--- src/rtl/mc_ctrl_pkg.sv ---
// Shared encodings for the multi-cycle RV32I control unit: FSM states, ALU codes,
// datapath mux selects and opcodes.
package mc_ctrl_pkg;

   typedef enum logic [3:0] {
      StFetch, StDecode, StMemAdr, StMemRead, StMemWb, StMemWrite, StExecuteR,
      StExecuteI, StAluWb, StBranch, StJal, StLui, StTrap
   } state_t;

   localparam logic [3:0] AluAnd   = 4'b0000;
   localparam logic [3:0] AluOr    = 4'b0001;
   localparam logic [3:0] AluAdd   = 4'b0010;
   localparam logic [3:0] AluXor   = 4'b0011;
   localparam logic [3:0] AluSll   = 4'b0100;
   localparam logic [3:0] AluSltu  = 4'b0101;
   localparam logic [3:0] AluSub   = 4'b0110;
   localparam logic [3:0] AluCmpU  = 4'b0111;
   localparam logic [3:0] AluSrl   = 4'b1000;
   localparam logic [3:0] AluPassB = 4'b1001;
   localparam logic [3:0] AluSlt   = 4'b1010;
   localparam logic [3:0] AluSra   = 4'b1100;

   localparam logic [1:0] SrcAPc    = 2'b00;
   localparam logic [1:0] SrcAOldPc = 2'b01;
   localparam logic [1:0] SrcARegA  = 2'b10;

   localparam logic [1:0] SrcBRegB  = 2'b00;
   localparam logic [1:0] SrcBImm   = 2'b01;
   localparam logic [1:0] SrcBFour  = 2'b10;

   localparam logic [1:0] ResAluOut    = 2'b00;
   localparam logic [1:0] ResMemData   = 2'b01;
   localparam logic [1:0] ResAluResult = 2'b10;

   localparam logic [2:0] ImmI = 3'b000;
   localparam logic [2:0] ImmS = 3'b001;
   localparam logic [2:0] ImmB = 3'b010;
   localparam logic [2:0] ImmJ = 3'b011;
   localparam logic [2:0] ImmU = 3'b100;

   localparam logic [6:0] OpLoad   = 7'b0000011;
   localparam logic [6:0] OpStore  = 7'b0100011;
   localparam logic [6:0] OpRtype  = 7'b0110011;
   localparam logic [6:0] OpItype  = 7'b0010011;
   localparam logic [6:0] OpBranch = 7'b1100011;
   localparam logic [6:0] OpJal    = 7'b1101111;
   localparam logic [6:0] OpLui    = 7'b0110111;

   function automatic logic [2:0] imm_src(input logic [6:0] op);
      case (op)
         OpStore:  return ImmS;
         OpBranch: return ImmB;
         OpJal:    return ImmJ;
         OpLui:    return ImmU;
         default:  return ImmI;
      endcase
   endfunction

endpackage

--- src/rtl/alu_decoder.sv ---
// Function decode shared by R-type and I-type ALU instructions.
module alu_decoder
   import mc_ctrl_pkg::*;
(
   input  logic [2:0] funct3,
   input  logic       funct7b5,
   input  logic       is_rtype,
   output logic [3:0] alu_code
);

   always_comb begin
      alu_code = AluAdd;
      case (funct3)
         3'b000:  alu_code = (is_rtype && funct7b5) ? AluSub : AluAdd;
         3'b001:  alu_code = AluSll;
         3'b010:  alu_code = AluSlt;
         3'b011:  alu_code = AluSltu;
         3'b100:  alu_code = AluXor;
         // srai carries instruction[30] too, so this applies to both formats
         3'b101:  alu_code = funct7b5 ? AluSra : AluSrl;
         3'b110:  alu_code = AluOr;
         default: alu_code = AluAnd;
      endcase
   end

endmodule

--- src/rtl/mc_control_unit.sv ---
// Multi-cycle RV32I control FSM: sequences fetch/decode/execute/memory/writeback and
// drives the ALU code, datapath mux selects and write enables.
module mc_control_unit
   import mc_ctrl_pkg::*;
(
   input  logic       clk,
   input  logic       reset,
   input  logic [6:0] op,
   input  logic [2:0] funct3,
   input  logic       funct7b5,
   input  logic       zero,
   input  logic       Con_BLT,
   input  logic       Con_BGT,
   input  logic       mem_ready,
   output logic [3:0] ALUControl,
   output logic [1:0] ALUSrcA,
   output logic [1:0] ALUSrcB,
   output logic [1:0] ResultSrc,
   output logic [2:0] ImmSrc,
   output logic       AdrSrc,
   output logic       IRWrite,
   output logic       PCWrite,
   output logic       RegWrite,
   output logic       MemWrite,
   output logic       illegal_instr
);

   state_t     state_q, state_d;
   logic [3:0] func_code;
   logic       taken;
   logic       unused_bgt;

   assign unused_bgt = Con_BGT;

   alu_decoder u_alu_decoder (
      .funct3   (funct3),
      .funct7b5 (funct7b5),
      .is_rtype (op == OpRtype),
      .alu_code (func_code)
   );

   always_ff @(posedge clk) begin
      if (reset) state_q <= StFetch;
      else       state_q <= state_d;
   end

   always_comb begin
      state_d       = state_q;
      ALUControl    = 4'b0000;
      ALUSrcA       = SrcAPc;
      ALUSrcB       = SrcBRegB;
      ResultSrc     = ResAluOut;
      ImmSrc        = imm_src(op);
      AdrSrc        = 1'b0;
      IRWrite       = 1'b0;
      PCWrite       = 1'b0;
      RegWrite      = 1'b0;
      MemWrite      = 1'b0;
      illegal_instr = 1'b0;
      taken         = 1'b0;
      case (state_q)
         StFetch: begin
            ALUSrcB    = SrcBFour;
            ALUControl = AluAdd;
            ResultSrc  = ResAluResult;
            IRWrite    = mem_ready;
            PCWrite    = mem_ready;
            if (mem_ready) state_d = StDecode;
         end
         StDecode: begin
            ALUSrcA    = SrcAOldPc;
            ALUSrcB    = SrcBImm;
            ALUControl = AluAdd;
            case (op)
               OpLoad, OpStore: state_d = StMemAdr;
               OpRtype:         state_d = StExecuteR;
               OpItype:         state_d = StExecuteI;
               OpBranch:        state_d = StBranch;
               OpJal:           state_d = StJal;
               OpLui:           state_d = StLui;
               default:         state_d = StTrap;
            endcase
         end
         StMemAdr: begin
            ALUSrcA    = SrcARegA;
            ALUSrcB    = SrcBImm;
            ALUControl = AluAdd;
            state_d    = (op == OpLoad) ? StMemRead : StMemWrite;
         end
         StMemRead: begin
            AdrSrc = 1'b1;
            if (mem_ready) state_d = StMemWb;
         end
         StMemWb: begin
            ResultSrc = ResMemData;
            RegWrite  = 1'b1;
            state_d   = StFetch;
         end
         StMemWrite: begin
            AdrSrc   = 1'b1;
            MemWrite = 1'b1;
            if (mem_ready) state_d = StFetch;
         end
         StExecuteR: begin
            ALUSrcA    = SrcARegA;
            ALUSrcB    = SrcBRegB;
            ALUControl = func_code;
            state_d    = StAluWb;
         end
         StExecuteI: begin
            ALUSrcA    = SrcARegA;
            ALUSrcB    = SrcBImm;
            ALUControl = func_code;
            state_d    = StAluWb;
         end
         StAluWb: begin
            ResultSrc = ResAluOut;
            RegWrite  = 1'b1;
            state_d   = StFetch;
         end
         StBranch: begin
            ALUSrcA    = SrcARegA;
            ALUSrcB    = SrcBRegB;
            ResultSrc  = ResAluOut;
            ALUControl = AluCmpU;
            state_d    = StFetch;
            case (funct3)
               3'b000: taken = zero;
               3'b001: taken = !zero;
               3'b100: begin ALUControl = AluSub; taken = Con_BLT;  end
               3'b101: begin ALUControl = AluSub; taken = !Con_BLT; end
               3'b110: taken = Con_BLT;
               3'b111: taken = !Con_BLT;
               default: state_d = StTrap;
            endcase
            PCWrite = taken;
         end
         StJal: begin
            ALUSrcA    = SrcAOldPc;
            ALUSrcB    = SrcBFour;
            ALUControl = AluAdd;
            ResultSrc  = ResAluOut;
            PCWrite    = 1'b1;
            state_d    = StAluWb;
         end
         StLui: begin
            ALUSrcB    = SrcBImm;
            ALUControl = AluPassB;
            ImmSrc     = ImmU;
            state_d    = StAluWb;
         end
         StTrap: illegal_instr = 1'b1;
         default: state_d = StFetch;
      endcase

      // Reset presents the FETCH selects with every enable suppressed
      if (reset) begin
         ALUControl    = AluAdd;
         ALUSrcA       = SrcAPc;
         ALUSrcB       = SrcBFour;
         ResultSrc     = ResAluResult;
         AdrSrc        = 1'b0;
         IRWrite       = 1'b0;
         PCWrite       = 1'b0;
         RegWrite      = 1'b0;
         MemWrite      = 1'b0;
         illegal_instr = 1'b0;
      end
   end

endmodule

--- config.mk ---
export PLATFORM = sky130hd
export DESIGN_NAME = mc_control_unit
export DESIGN_NICKNAME = d
export VERILOG_FILES = /design/src/rtl/mc_ctrl_pkg.sv /design/src/rtl/alu_decoder.sv /design/src/rtl/mc_control_unit.sv
export SDC_FILE = /design/constraint.sdc
export NUM_CORES = 1
export LEC_CHECK = 0
export ABC_AREA = 1
export CAP_MARGIN = 20
export CORE_MARGIN = 2
export CORE_UTILIZATION = 28
export DETAILED_ROUTE_END_ITERATION = 12
export SYNTH_ARGS = -nofsm -noshare
export SYNTH_HDL_FRONTEND = slang
export SYNTH_SLANG_ARGS = --single-unit
--- constraint.sdc ---
create_clock -name clk -period 3.1 [get_ports clk]
set_clock_uncertainty 0.1 [all_clocks]
set_input_delay 0.31 -clock clk [delete_from_list [all_inputs] [get_ports clk]]
set_output_delay 0.31 -clock clk [all_outputs]
set_load 0.005 [all_outputs]
==> results of run 1 <==
-- layout make-up --
class	count	area (µm²)
well taps	31	38.8
multi-input cells	108	571
flip-flops and latches	4	80.1
repair buffers	35	348
clock buffers	3	22.5
fillers	294	1510
inverters	32	120
-- kinds of logic after synthesis --
group                  count (synthesis)
AOI/OAI and AO/OA                     28
buffers and inverters                 33
DFF                                    4
and+or+nand+nor                       80
-- Yosys cell counts --
master / count / area share, %
nand3_1: 11 / 7.1
o221ai_1: 2 / 2.3
nand2_2: 3 / 2.4
o2111ai_1: 1 / 1.1
a21oi_1: 6 / 3.9
inv_1: 24 / 12
buf_1: 1 / 0.48
o21bai_2: 1 / 1.5
nand3_2: 1 / 1.3
nand2_1: 34 / 16
a311oi_1: 1 / 1.1
nor2_1: 20 / 9.7
o221ai_2: 1 / 1.9
o21ai_2: 1 / 1.1
o21ai_0: 5 / 3.2
a211oi_1: 1 / 0.97
o21a_1: 1 / 0.97
dfxtp_1: 4 / 10
nor3_1: 3 / 1.9
nor2_4: 4 / 5.8
nor2_2: 3 / 2.4
o21ai_1: 1 / 0.65
nor4_1: 1 / 0.81
inv_2: 8 / 3.9
a31oi_1: 3 / 2.4
a21oi_2: 4 / 4.5
-- placed cells by master, fill, tap and decap left out --
cell type	n
dfxtp_1	4
inv_1	24
o221ai_1	2
nand2_1	34
clkbuf_4	3
o2111ai_1	1
a311oi_1	1
a21oi_1	6
nor2_1	20
o21ai_1	1
nand3_2	1
o21ai_0	5
nand3_1	11
o21bai_2	1
inv_2	8
o221ai_2	1
a31oi_1	3
nand2_2	3
buf_4	1
nor3_1	3
a21oi_2	4
a211oi_1	1
clkdlybuf4s50_1	34
o21a_1	1
o21ai_2	1
nor2_4	4
nor4_1	1
nor2_2	3
-- through the flow --
step,total power [mW],util (%),cell area [µm²]
final,0.518,43.9,1180
after global routing,0.562,43.9,1180
after CTS,0.524,43.9,1180
after detailed placement,0.455,43.1,1160
after global placement,0.454,43.1,1160
after floorplan,0.310,-,774
-- where the power goes --
group | internal, mW | switching [mW]
logic | 0.162 | 0.200
registers | 0.0663 | 0.0273
clock network | 0.0432 | 0.0193
total | 0.272 | 0.246
-- per-layer routing --
layer | share of wire [%] | vias to the layer above | global-route usage, %
met5 | 0 | - | 0
met4 | 0 | 0 | 4.08
met3 | 4.5 | 0 | 1.61
met2 | 49 | 25 | 24.1
met1 | 47 | 452 | 19.2
li1 | - | 541 | -
-- worst min-delay path, delay by kind of cell, from the launching register on --
| kind | cells | cell delay [ps] |
|---|---|---|
| flip-flops | 1 | 350 |
| AO/OA/AOI/OAI | 1 | 50 |
| AND/OR/NAND/NOR | 1 | 100 |
-- how the worst min path moves through the flow --
stage	slack, ps	end	depth (start not counted)
floorplan	410	state_q[1]	3
global placement	440	state_q[2]	2
detailed placement	440	state_q[2]	2
CTS	450	state_q[2]	2
global route	480	state_q[2]	2
finish	450	state_q[2]	2
==> impl_metrics.env, run 1 <==
export IMPL_status="finished clean"
export IMPL_synth_fp_nets=162
export IMPL_fin_crit_ps=2570
export IMPL_irDropWorstVdd_uv=365
export IMPL_fin_ws_ps=529
export IMPL_ys_ff_latch=4
export IMPL_io_pins=36
export IMPL_required_ps=2690
export IMPL_tightest_slew_ps=283
export IMPL_worst_path_buf_inv=3
export IMPL_path_cells="clkdlybuf4s50_1, inv_1, nor2_1, nand2_1, o21ai_0, nand2_1, a31oi_1, clkdlybuf4s50_1"
export IMPL_slew_headroom_pct=81.1
export IMPL_drc=0
export IMPL_gr_usage_all_layers_pct=14.4
export IMPL_crit_fanout=7
export IMPL_diodes=0
export IMPL_largest_register_ffs=4
export IMPL_r2r_start="state_q[0]"
export IMPL_dieArea_um2=3200
export IMPL_synth_compound_area_share_pct=25.7
export IMPL_path_class="in -> out"
export IMPL_fin_crit_sh_pct=82.9
export IMPL_syn2layout_area_growth_pct=52.3
export IMPL_setup_viol=0
export IMPL_hold_start="state_q[2]"
export IMPL_hold_buffers=0
export IMPL_syn_inst=145
export IMPL_crit_cells=8
export IMPL_critical_path_slowest_cell="clkdlybuf4s50_1"
export IMPL_ant_nets=0
export IMPL_synthSimpleGateAreaFrac_pct=48.0
export IMPL_antenna_found_initial=0
export IMPL_hold_violations=0
export IMPL_netlist_area_um2=774
export IMPL_synthMuxAreaShare_pct=0
export IMPL_core_area_um2=2690
export IMPL_tritoncts="built"
export IMPL_clkTransAtPathRegs_ps=40
export IMPL_p_leak_nw=0.520
export IMPL_synth_cell_types=26
export IMPL_seq_area_frac_synth_pct=10.3
export IMPL_largest_register="state_q"
export IMPL_grt_ovfl_total=0
export IMPL_reg2reg_to="state_q[2]"
export IMPL_clockBufferDepth=2
export IMPL_dr_pass1_iters=4
export IMPL_power_density_nw_per_um2=439
export IMPL_cts_sink_count=4
export IMPL_maxCapViolCount=0
export IMPL_ys_warnings_count=0
export IMPL_rows=19
export IMPL_start_util_pct=28.8
export IMPL_htreeDepth=1
export IMPL_totalWireLength_mm=2.24
export IMPL_wl_per_cell_um=10.5
export IMPL_die_y_um=56.6
export IMPL_layout_nets=201
export IMPL_clock_fmax_mhz=389
export IMPL_cts_resized=0
export IMPL_grt_pass1_vias=958
export IMPL_cts_buffers=3
export IMPL_cp_top_family="buffers and inverters"
export IMPL_via_count=1018
export IMPL_drive_above_1_share_pct=16.5
export IMPL_synth_xor_area_share_pct=0
export IMPL_end_kind="primary output"
export IMPL_timing_hold_ws_ps=453
export IMPL_clkLatencyLatePin_ps=230
export IMPL_crit_path_start_kind="primary input"
export IMPL_r2r_cells=10
export IMPL_r2r_slack_ps=1670
export IMPL_arrival_ps=2160
export IMPL_cts_setup_buffers=0
export IMPL_dp_slack_ps=535
export IMPL_dp_hpwl_mm=1.89
export IMPL_crit_start="funct3[0]"
export IMPL_worstHoldPathType="reg -> reg"
export IMPL_slowest_delay_ps=610
export IMPL_cp_endpoint="ALUControl[0]"
export IMPL_fin_setup_tns_ps=0
export IMPL_stdcell_count=213
export IMPL_gp_congestion=0.818
export IMPL_synth_top_family_by_area="simple AND/OR/NAND/NOR gates"
export IMPL_grt_start_max_net_pins=9
export IMPL_place_inst=210
export IMPL_rsz0062_at_grt="false"
export IMPL_io_buffers=34
export IMPL_synth_fa_ha_area_share_pct=0
export IMPL_finalMaxSlewViolations=0
export IMPL_initialDrtViolationCount=20
export IMPL_cts_root_buf="clkbuf_4"
export IMPL_top_regs="state_q: 4 flops"
export IMPL_syn_avg_cell_area_um2=5.34
export IMPL_grt_pass1_wl_mm=3.84
export IMPL_die_x_um=56.6
export IMPL_viasPerCell=4.78
No activity file was read; power rests on OpenSTA's default activity.
==> run 2, diff against run 1 <==
==> constraint.sdc (replaced) <==
create_clock -name clk -period 2.4 [get_ports clk]
set_clock_uncertainty 0.1 [all_clocks]
set_input_delay 0.24 -clock clk [delete_from_list [all_inputs] [get_ports clk]]
set_output_delay 0.24 -clock clk [all_outputs]
set_load 0.005 [all_outputs]
==> run 2 against run 1 <==
Net effect:
- sequential share of layout area barely moved
- first-iteration DRC count fell by 25%
- combinational power rose by 32%
- flip-flop and latch count did not move
- total power rose by 32%
- final area rose by 4.6%
- wire length rose by 5.4%
- critical path type unchanged
- largest cell class unchanged
- largest power group unchanged
- die area did not move
==> impl_metrics.env, run 2 (synthesized netlist as in run 1, its figures left out) <==
export IMPL_stdcell_area_um2=1230
export IMPL_timing_hold_ws_ps=421
export IMPL_die_y_um=56.6
export IMPL_gr_usage_all_layers_pct=15.5
export IMPL_p_clk_share_pct=11.9
export IMPL_dp_slack_ps=30.5
export IMPL_grt_ovfl_total=0
export IMPL_antenna_found_initial=0
export IMPL_start_util_pct=28.8
export IMPL_seqPwrFrac_pct=18.1
export IMPL_switching_share_pct=47.3
export IMPL_clock_fmax_mhz=436
export IMPL_arrival_ps=1950
export IMPL_p_leak_nw=0.549
export IMPL_cts_sink_count=4
export IMPL_status="finished clean"
export IMPL_worstHoldPathType="reg -> reg"
export IMPL_grt_pass1_wl_mm=4.11
export IMPL_grt_pass1_vias=1033
export IMPL_largest_register="state_q"
export IMPL_cts_buffers=3
export IMPL_die_x_um=56.6
export IMPL_setup_viol=0
export IMPL_rows=19
export IMPL_wl_per_cell_um=10.8
export IMPL_maxCapViolCount=0
export IMPL_htreeDepth=1
export IMPL_hold_buffers=0
export IMPL_hold_violations=0
export IMPL_irDropWorstVdd_uv=482
export IMPL_io_buffers=34
export IMPL_core_area_um2=2690
export IMPL_place_inst=216
export IMPL_slew_headroom_pct=79.2
export IMPL_stdcell_count=219
export IMPL_internal_power_mw=0.360
export IMPL_place_area_um2=1200
export IMPL_diodes=0
export IMPL_finalMaxSlewViolations=0
export IMPL_layout_nets=207
export IMPL_syn2layout_area_growth_pct=59.3
export IMPL_finalPower_mw=0.682
export IMPL_end_kind="primary output"
export IMPL_required_ps=2060
export IMPL_drive_above_1_share_pct=20.7
export IMPL_io_pins=36
export IMPL_clkTransAtPathRegs_ps=40
export IMPL_fin_crit_sh_pct=95.6
export IMPL_gp_congestion=0.816
export IMPL_largest_register_ffs=4
export IMPL_top_regs="state_q: 4 flops"
export IMPL_path_class="in -> out"
export IMPL_crit_fanout=4
export IMPL_combPwrFrac_pct=70.0
export IMPL_dr_pass1_iters=4
export IMPL_crit_path_start_kind="primary input"
export IMPL_initialDrtViolationCount=15
export IMPL_dieArea_um2=3200
export IMPL_p_sw_mw=0.322
export IMPL_grt_start_max_net_pins=10
export IMPL_totalWireLength_mm=2.37
export IMPL_ant_nets=0
export IMPL_rsz0062_at_grt="false"
export IMPL_cts_root_buf="clkbuf_4"
export IMPL_via_count=1060
export IMPL_power_density_nw_per_um2=553
export IMPL_fin_ws_ps=105
export IMPL_dp_hpwl_mm=2.00
export IMPL_fin_util_pct=45.9
export IMPL_tightest_slew_ps=311
export IMPL_clockBufferDepth=2
export IMPL_fin_crit_ps=2290
export IMPL_clkLatencyLatePin_ps=230
export IMPL_layout_cells_most_common_list="nand2_1, clkdlybuf4s50_1, inv_1"
export IMPL_tritoncts="built"
export IMPL_viasPerCell=4.84
export IMPL_cts_setup_buffers=0
export IMPL_fin_setup_tns_ps=0
export IMPL_drc=0
==> run 2: cell types whose count changed in the layout (fill, tap and decap cells not counted) <==
cell     before  now
buf_4         1    7
dfxtp_1       4    3
dfxtp_4       0    1
nor2_1       20   18
nor2_2        3    5
==> run 2: worst max-delay path, cell delays in order <==
cell and delay, ps:
clkdlybuf4s50_1 550, inv_1 90, nor2_2 190, nand2_1 60
o21ai_0 70, nand2_1 70, a31oi_1 150, clkdlybuf4s50_1 530
==> run 2: cell type report <==
class	count	area, µm²
Inverter	32	120
Fill cell	312	1450
Timing Repair Buffer	41	393
Multi-Input combinational cell	108	576
Clock buffer	3	22.5
Sequential cell	4	83.8
Tap cell	31	38.8
==> run 2: what timing repair did <==
item | 4_1_cts | 5_1_grt
endpoints found under the hold margin | 0 | 0
resized for setup | 0 | 4
setup endpoints to repair | 0 | 3
==> run 2: power by group through the flow <==
stage	combinational, mW	sequential, mW	clock, mW
CTS	0.477	0.120	0.0837
detailed placement	0.474	0.120	0
global placement	0.473	0.120	0
finish	0.477	0.124	0.0810
floorplan	0.287	0.113	0
global route	0.528	0.128	0.0880
==> run 2: worst paths after layout <==
path | end | slack [ps] | cells past startpoint | start
max | ALUControl[0] | 110 | 8 | funct3[0]
min | state_q[2] | 420 | 2 | state_q[2]
max reg2reg | state_q[2] | 940 | 10 | state_q[0]
min reg2reg | state_q[2] | 420 | 2 | state_q[2]
==> run 2: routing by layer <==
layer / GRT usage, % / part of all wire, % / vias to the layer above
li1: - / - / 550
met1: 19.8 / 45 / 476
met2: 27.4 / 49 / 34
met3: 2.07 / 5.6 / 0
met4: 3.06 / 0 / 0
met5: 0 / 0 / -
